<file path="config.mk">
export PLATFORM = sky130hd
export DESIGN_NAME = dash_warn_ctrl
export DESIGN_NICKNAME = d
export VERILOG_FILES = /design/src/rtl/dash_pkg.sv /design/src/rtl/debounce_bit.sv /design/src/rtl/dash_warn_ctrl.sv
export SDC_FILE = /design/constraint.sdc
export NUM_CORES = 1
export LEC_CHECK = 0
export BUFFER_PORTS_ARGS = -buffer_cell sky130_fd_sc_hd__buf_2
export CAP_MARGIN = 10
export CORE_ASPECT_RATIO = 1.25
export CORE_MARGIN = 2
export CORE_UTILIZATION = 55
export DETAILED_ROUTE_END_ITERATION = 8
export PLACE_DENSITY = 0.8
export SETUP_SLACK_MARGIN = 0.05
export SYNTH_ARGS = -nofsm -noshare
export SYNTH_HDL_FRONTEND = slang
export SYNTH_SLANG_ARGS = --single-unit
</file>
<file path="constraint.sdc">
create_clock -name clk -period 1.51 [get_ports clk]
set_input_delay 0.0755 -clock clk [delete_from_list [all_inputs] [get_ports clk]]
set_output_delay 0.0755 -clock clk [all_outputs]
set_load 0.005 [all_outputs]
</file>
<file path="src/rtl/dash_pkg.sv">
// dash_pkg: shared critical-state encoding and LED bit positions for the dashboard controller
package dash_pkg;
  typedef enum logic [1:0] {IDLE = 2'd0, ACTIVE = 2'd1, HELD = 2'd2} crit_state_e;
  localparam int LED_WARN = 0;
  localparam int LED_CRIT = 1;
endpackage

</file>
<file path="src/rtl/debounce_bit.sv">
// debounce_bit: 2-flop synchroniser followed by a DB_CYCLES stability filter
module debounce_bit #(
  parameter int DB_CYCLES = 4
) (
  input  logic clk,
  input  logic rst,
  input  logic din,
  output logic dout
);
  localparam int CW = DB_CYCLES > 1 ? $clog2(DB_CYCLES) : 1;
  logic s1_q, s2_q, db_q;
  logic [CW-1:0] cnt_q;
  always_ff @(posedge clk) begin
    if (rst) begin
      s1_q <= 1'b0;
      s2_q <= 1'b0;
      db_q <= 1'b0;
      cnt_q <= '0;
    end else begin
      s1_q <= din;
      s2_q <= s1_q;
      if (s2_q == db_q) cnt_q <= '0;
      else if (cnt_q == CW'(DB_CYCLES - 1)) begin
        db_q <= s2_q;
        cnt_q <= '0;
      end else cnt_q <= cnt_q + CW'(1);
    end
  end
  assign dout = db_q;
endmodule

</file>
<file path="src/rtl/dash_warn_ctrl.sv">
// dash_warn_ctrl: debounced switch inputs drive a warning LED and a blinking, latched critical LED
module dash_warn_ctrl
  import dash_pkg::*;
#(
  parameter int          N_SW       = 5,
  parameter logic [15:0] WARN_MASK  = 16'b10011,
  parameter logic [15:0] CRIT_MASK  = 16'b01100,
  parameter int          DB_CYCLES  = 4,
  parameter int          BLINK_HALF = 3,
  parameter int          CNT_W      = 4
) (
  input  logic             clk,
  input  logic             rst,
  input  logic [N_SW-1:0]  sw,
  input  logic             ack,
  output logic [1:0]       led,
  output logic [1:0]       crit_state,
  output logic [CNT_W-1:0] crit_count
);
  localparam int BW = BLINK_HALF > 1 ? $clog2(BLINK_HALF) : 1;
  localparam logic [N_SW-1:0] WM = WARN_MASK[N_SW-1:0];
  localparam logic [N_SW-1:0] CM = CRIT_MASK[N_SW-1:0];
  logic [N_SW-1:0] db;
  logic warn, crit, phase_q;
  logic [1:0] led_q;
  logic [BW-1:0] bcnt_q;
  logic [CNT_W-1:0] count_q;
  crit_state_e state_q;
  for (genvar g = 0; g < N_SW; g++) begin : g_db
    debounce_bit #(.DB_CYCLES(DB_CYCLES)) u_db (.clk(clk), .rst(rst), .din(sw[g]), .dout(db[g]));
  end
  assign warn = |(db & WM);
  assign crit = |(db & CM);
  // led[CRIT] is written alongside the state so it always matches the state being entered
  always_ff @(posedge clk) begin
    if (rst) begin
      state_q <= IDLE;
      count_q <= '0;
      bcnt_q <= '0;
      phase_q <= 1'b0;
      led_q <= 2'b00;
    end else begin
      led_q[LED_WARN] <= warn;
      if (state_q == ACTIVE) begin
        if (!crit) begin
          state_q <= HELD;
          bcnt_q <= '0;
          led_q[LED_CRIT] <= 1'b1;
        end else if (bcnt_q == BW'(BLINK_HALF - 1)) begin
          bcnt_q <= '0;
          phase_q <= ~phase_q;
          led_q[LED_CRIT] <= ~phase_q;
        end else bcnt_q <= bcnt_q + BW'(1);
      end else if (crit) begin
        state_q <= ACTIVE;
        if (~&count_q) count_q <= count_q + CNT_W'(1);
        bcnt_q <= '0;
        phase_q <= 1'b1;
        led_q[LED_CRIT] <= 1'b1;
      end else if (state_q == HELD && ack) begin
        state_q <= IDLE;
        led_q[LED_CRIT] <= 1'b0;
      end
    end
  end
  assign led = led_q;
  assign crit_state = state_q;
  assign crit_count = count_q;
endmodule

</file>
After elaboration in Yosys (flattened, before gate mapping)
Index checks and enable logic that the tools add are counted.
Storage, ports and cells
  output and inout bits: 8
  RAM bits: 0
  bits in registers: 36
  word-level logic and storage cells: 93
  bits in latches: 0
  memories kept: 0
  memory bits (read-only): 0
Operators by class
  magnitude comparators: 0
  equal/unequal tests: 16
  reductions and logical operators: 20
  multiplexer cells: 16
  bitwise operators: 8
  divide/modulo/power cells: 0
  $add $sub $neg: 7
  multipliers: 0
  shift-type cells: 0
Operators with widths (number)
  $reduce_or 3->1: 6
  $mux 2: 8
  $reduce_and 2->1: 8
  $eq 2x2->1 const B: 7
  $add 2x1->2 const B: 6
  $mux 1: 8
  $not 1->1: 8
  $eq 1x1->1: 5
  $add 4x1->4 const B: 1
  $reduce_and 4->1: 1
  $ne 3x2->1 const B: 1
  $reduce_and 3->1: 1
  $reduce_bool 3->1: 1
  $eq 2x1->1 const B: 1
  $ne 2x1->1 const B: 1
  $ne 2x2->1 const B: 1
  $reduce_bool 2->1: 1
  $reduce_or 2->1: 1
  $logic_and 1x1->1: 1

Depth between registers and ports, before layout
Gate-level depths: netlist (run 1).
  word-level depth: 5
  mapped depth: 5
  gate-level depth less buffers: 4

Cells and area by module
A second synthesis (run 1) with hierarchy kept.
Second synthesis, totals
  cell total of the unflattened synthesis: 123
  area, all modules: 1386.3 um^2
Modules (own cells, without submodules)
  debounce_bit: cells each 13, area each 168.9 um^2, instances 5, sequential area each 100.1 um^2
  dash_warn_ctrl: cells each 58, area each 541.8 um^2, instances 1, sequential area each 220.2 um^2

Least setup slack after synthesis (run 1)
Ideal clock, no wire load.
  path kind: register to register
  start: register count_q[0], in the netlist crit_count[0]
  end: register count_q[1], in the netlist crit_count[1]
  slack: 0.244 ns
  buffers on the path: 0
  required time: 1.382 ns
  arrival: 1.138 ns
  cell stages (with the launch flop): 5
  path through: dfxtp_1 > ha_1 > a311o_1 > mux2i_1 > nor2_1
On the way
  cells in the longest elaborated chain, start to end: 3
  elaborated cells on any way between the ends: 4
Ends and longest elaborated chain
  from (decl): RTL line dash_warn_ctrl.sv:27  | logic [CNT_W-1:0] count_q;
  from (signal assigned): RTL line dash_warn_ctrl.sv:56  | if (~&count_q) count_q <= count_q + CNT_W'(1);
  parallel branches: the longest is 3 deep, another holds $add 4x1->4
Several ways; the timed one is not identified.
A chain may end at the register's enable or synchronous reset.

Worst setup path in the final report (run 1)
  start: register count_q[0], in the netlist crit_count[0]
  end: register count_q[0], in the netlist crit_count[0]
Same word-level chain as after synthesis.

==> results of run 1 <==
## what timing repair did
action                     4_1_cts  5_1_grt
setup endpoints to repair        0        0
hold buffers                     5        0
hold endpoints to repair         5        0
## critical path, delay by kind of cell (launching register included)
family,cells,cell delay [ns]
fa+ha+maj,1,0.25
simple gates,1,0.06
compound gates,1,0.40
flops,1,0.36
xor+xnor,1,0.16
## routing by layer
metal | part of all wire [%] | global-route usage [%] | vias up
li1 | - | - | 491
met1 | 43 | 18.2 | 399
met2 | 51 | 27.6 | 16
met3 | 4.6 | 7.36 | 6
met4 | 2.0 | 5.79 | 0
met5 | 0 | 0 | -
## kinds of logic after synthesis
kind of cell / Yosys count
buf+inv: 11
mux: 7
xor+xnor: 6
compound gates: 11
flops: 36
fa+ha+maj: 6
simple gates: 56
## path summary, 6_finish.rpt
kind / cells past startpoint / endpoint / startpoint / slack (ns)
hold reg to reg: 1 / g_db[3].u_db.cnt_q[0] / g_db[3].u_db.cnt_q[0] / 0.42
hold / removal: 4 / crit_state[1] / ack / 0.09
setup reg to reg: 4 / crit_count[0] / crit_count[0] / 0.17
setup / recovery: 4 / crit_count[0] / crit_count[0] / 0.17
## where the power goes
group          leakage, nW  internal, mW  total [mW]  switching (mW)
combinational        0.315        0.0288      0.0515          0.0227
clock               0.0326         0.230       0.498           0.269
sequential           0.292         0.965       0.972         0.00666
## through the flow
stage,utilization [%],worst slack (ns),cell area [µm²]
floorplan,-,0.244,1320
global placement,63.7,0.234,1420
detailed placement,63.7,0.198,1420
CTS,68.5,0.172,1530
global route,68.5,0.0915,1530
finish,68.5,0.168,1530
## synthesized netlist by cell type
| library cell | number | area (µm²) |
|---|---|---|
| clkbuf_1 | 1 | 3.75 |
| nand2b_1 | 3 | 18.8 |
| xor2_1 | 1 | 8.76 |
| a311o_1 | 1 | 10.0 |
| nor3_1 | 5 | 25.0 |
| a21oi_1 | 4 | 20.0 |
| nor2_1 | 24 | 90.1 |
| ha_1 | 6 | 75.1 |
| nor2b_1 | 11 | 68.8 |
| nor4_1 | 3 | 18.8 |
| mux2i_1 | 7 | 70.1 |
| buf_1 | 2 | 7.51 |
| nand2_1 | 2 | 7.51 |
| nor2_2 | 1 | 6.26 |
| o32ai_1 | 1 | 8.76 |
| or3_1 | 5 | 31.3 |
| xnor2_1 | 5 | 43.8 |
| o21a_1 | 1 | 7.51 |
| nand3_1 | 1 | 5.00 |
| dfxtp_1 | 36 | 721 |
| a311oi_1 | 1 | 8.76 |
| inv_1 | 7 | 26.3 |
| clkbuf_2 | 1 | 5.00 |
| nand3b_1 | 1 | 7.51 |
| a211oi_1 | 1 | 7.51 |
| a22oi_1 | 2 | 15.0 |
## final cells by class
| cell class | count | area, µm² |
|---|---|---|
| multi-input combinational | 86 | 554 |
| inverter | 7 | 26.3 |
| sequential | 36 | 721 |
| fill | 195 | 703 |
| timing repair buffer | 21 | 133 |
| tap | 31 | 38.8 |
| clock buffer | 8 | 58.8 |
## flip-flops by register name (all words and copies together) (netlist names)
register,cells
crit_count,4
g_db.u_db.s1_q,5
led,2
crit_state,2
phase_q,1
g_db.u_db.cnt_q,10
g_db.u_db.s2_q,5
bcnt_q,2
g_db.u_db.dout,5
==> impl_metrics.toml, run 1 <==
[status]
outcome = "completed"

[floorplanning]
num_rows = 19
core_area_mm2 = 0.00223
fp.dieH_um = 58.7
io_pins = 16
die_w_um = 47.8
die-area_mm2 = 0.00281
start_util_pct = 59.0

[timing]
fmax_mhz = 745
rsz0062_at_grt = "no"
period_share_pct = 88.9
finalSetupViolCount = 0
final.setup.tns_ns = 0
hold_slack_ns = 0.0946
fin_worst_skew_ns = 0.00367
timing.slew.headroom_pct = 66.4
tightest_slew_ns = 0.504
hold_viol = 0
min_period_ns = 1.34
slew_violations = 0

[clock_tree]
clockBufferDepth = 2
numClockSinks = 36
path_clk_slew_ns = 0.09
cts_htree_levels = 2
insertion_delay_ns = 0.32
ctsResizeCount = 0
post_cts_buffers = 0
root_buffer = "clkbuf_4"
cts_buffers = 5
tritoncts = "yes"

[placement]
dp.cells = 176
routabilityCongestion = 0.655
hpwl_um = 1350
portBuffers = 15

[layout]
drive_gt1_share_pct = 14.6
nets = 171
final_cell_mix = "36 x dfxtp_1, 24 x nor2_1, 15 x buf_2"
finalNonFillerCells = 189
syn_to_final_growth_pct = 16.2
num_antenna_cells = 0
mostFrequentLayoutCell = "dfxtp_1"

[worst_setup_path]
slowest_delay_ns = 0.40
cp.arrival_ns = 1.54
cp_slowest_cell = "a311o_1"
endpoint_kind = "register"
crit_fanout = 4
criticalPathCategory = "reg -> reg"
path_cells = "ha_1 > a311o_1 > xor2_1 > nor2_1"
required_ns = 1.71
startpoint_type = "register"

[global_route]
grt.total_usage_pct = 16.6
grt_antenna_before_repair = 0
grt_pass1_vias = 844
grt_pass1_wl_um = 3310
overflow = 0
grt_max_degree = 33

[route]
via_per_inst = 4.83
drtIter0Drc = 5
postRouteAntennaNets = 0
drcViolationCount = 0
first_pass_iters = 2
via_count = 912
avgRoutedWirePerCell_um = 10.0
drt_wl_total_um = 1890

[synth]
synth-seq-area-share_pct = 54.7
syn_area_mm2 = 0.00132
yosys.area_share.simple_pct = 21.2
synth-compound-area-share_pct = 5.89
synthAdderAreaFrac_pct = 5.70
synthMuxAreaShare_pct = 5.32
syn-num-nets = 147
synth_seq_cells = 36
syn_avg_cell_area_um2 = 9.91
synth_top_family_by_area = "simple AND/OR/NAND/NOR gates"
synthCells = 133
synthXorXnorAreaFrac_pct = 3.99
yosysUniqueCellTypes = 26
yosys_warnings = 0

[pwr]
power_per_cell_area_mw_per_mm2 = 994
p_leak_nw = 0.640
peakVddDrop_mv = 0.685
power_mw = 1.52

[job]
cap_violations = 0

[hold_path]
worst_hold_path_type = "in -> reg"
Note: power is estimated with default switching activity, not from simulation.
==> run 2, diff against run 1 <==
--- a/config.mk
+++ b/config.mk
@@ -12,6 +12,7 @@
 export CORE_UTILIZATION = 55
 export DETAILED_ROUTE_END_ITERATION = 8
 export PLACE_DENSITY = 0.8
+export RECOVER_POWER = 50
 export SETUP_SLACK_MARGIN = 0.05
 export SYNTH_ARGS = -nofsm -noshare
 export SYNTH_HDL_FRONTEND = slang
==> impl_metrics.toml, run 2 (same netlist as run 1, synthesis figures left out) <==
[status]
outcome = "completed"

[clock_tree]
tritoncts = "yes"
cts_buffers = 5
clockBufferDepth = 2
numClockSinks = 36
path_clk_slew_ns = 0.09
cts_htree_levels = 2
insertion_delay_ns = 0.32
root_buffer = "clkbuf_4"

[route]
drcViolationCount = 0
avgRoutedWirePerCell_um = 10.0
drtIter0Drc = 5
via_per_inst = 4.83
first_pass_iters = 2
drt_wl_total_um = 1900
via_count = 912
postRouteAntennaNets = 0

[layout]
seqCellArea_um2 = 721
fillers = 196
final_util_pct = 68.5
mostFrequentLayoutCell = "dfxtp_1"
syn_to_final_growth_pct = 16.1
drive_gt1_share_pct = 13.9
nets = 171
finalInstanceArea_mm2 = 0.00153
finalNonFillerCells = 189
largest_register_ff_count = 10
final_cell_mix = "36 x dfxtp_1, 24 x nor2_1, 14 x buf_2"
num_antenna_cells = 0
multi_input_area_um2 = 554
largest-register = "g_db.u_db.cnt_q"

[placement]
dp.cells = 176
portBuffers = 15
post_dp_cell_area_mm2 = 0.00142
routabilityCongestion = 0.655
hpwl_um = 1350

[timing]
fmax_mhz = 745
timing.slew.headroom_pct = 66.4
final.setup.tns_ns = 0
fin_worst_skew_ns = 0.00367
hold_viol = 0
slew_violations = 0
rsz0062_at_grt = "no"
finalSetupViolCount = 0
tightest_slew_ns = 0.504
period_share_pct = 88.9
min_period_ns = 1.34

[global_route]
grt_antenna_before_repair = 0
grt_pass1_wl_um = 3310
grt_pass1_vias = 844
grt_max_degree = 33
grt.total_usage_pct = 16.6
overflow = 0

[floorplanning]
core_area_mm2 = 0.00223
die-area_mm2 = 0.00281
die_w_um = 47.8
num_rows = 19
io_pins = 16
start_util_pct = 59.0
fp.dieH_um = 58.7

[pwr]
switching_power_uw = 298
clkPwrFrac_pct = 32.7
pwr-share-seq_pct = 63.9
combPwrFrac_pct = 3.4
power_mw = 1.52
peakVddDrop_mv = 0.685
p_leak_nw = 0.635
power_per_cell_area_mw_per_mm2 = 994
switching_share_pct = 19.6
power.internal_mw = 1.22

[worst_setup_path]
crit_fanout = 4
required_ns = 1.71
startpoint_type = "register"
cp.arrival_ns = 1.54
endpoint_kind = "register"
criticalPathCategory = "reg -> reg"

[job]
cap_violations = 0

[hold_path]
worst_hold_path_type = "in -> reg"
==> run 2: routing by layer <==
| metal | GRT usage, % | part of all wire [%] |
|---|---|---|
| met1 | 18.2 | 43 |
| met2 | 27.6 | 51 |
| met3 | 7.36 | 4.6 |
| met4 | 5.79 | 2.0 |
| met5 | 0 | 0 |
==> run 2: cell type report <==
class	instances	share of cell area [%]
flip-flops and latches	36	47.1
well taps	31	2.53
inverters	7	1.72
repair buffers	21	8.59
multi-input cells	86	36.2
clock buffers	8	3.84
==> run 2: timing repair <==
action                    4_1_cts  5_1_grt
resized for setup               0        0
hold endpoints to repair        5        0
buffers inserted                0        0
hold buffers                    5        0
==> run 2: path summary, 6_finish.rpt <==
kind	start	endpoint	slack, ns	depth (start not counted)
max	crit_count[0]	crit_count[0]	0.17	4
min	ack	crit_state[1]	0.09	4
max reg2reg	crit_count[0]	crit_count[0]	0.17	4
min reg2reg	g_db[3].u_db.cnt_q[0]	g_db[3].u_db.cnt_q[0]	0.42	1
==> run 2: power groups by stage <==
stage	combinational (mW)	sequential (mW)	clock (mW)
after global placement	0.0401	0.994	0
after detailed placement	0.0429	0.994	0
after global routing	0.0589	0.975	0.562
final	0.0515	0.972	0.498
after CTS	0.0518	0.972	0.523
after floorplan	0.0293	0.993	0
==> run 2: critical path, cell delays in order (launching register included) <==
cell	delay [ns]
dfxtp_1	0.36
ha_1	0.25
a311o_1	0.40
xor2_1	0.16
nor2_1	0.06
==> run 2: per-stage QoR <==
stage          hold WS [ns]  setup slack [ns]
6_report             0.0946             0.168
5_1_grt              0.0815            0.0915
4_1_cts              0.0833             0.172
3_5_place_dp          0.289             0.198
3_3_place_gp          0.284             0.234
2_1_floorplan         0.204             0.244
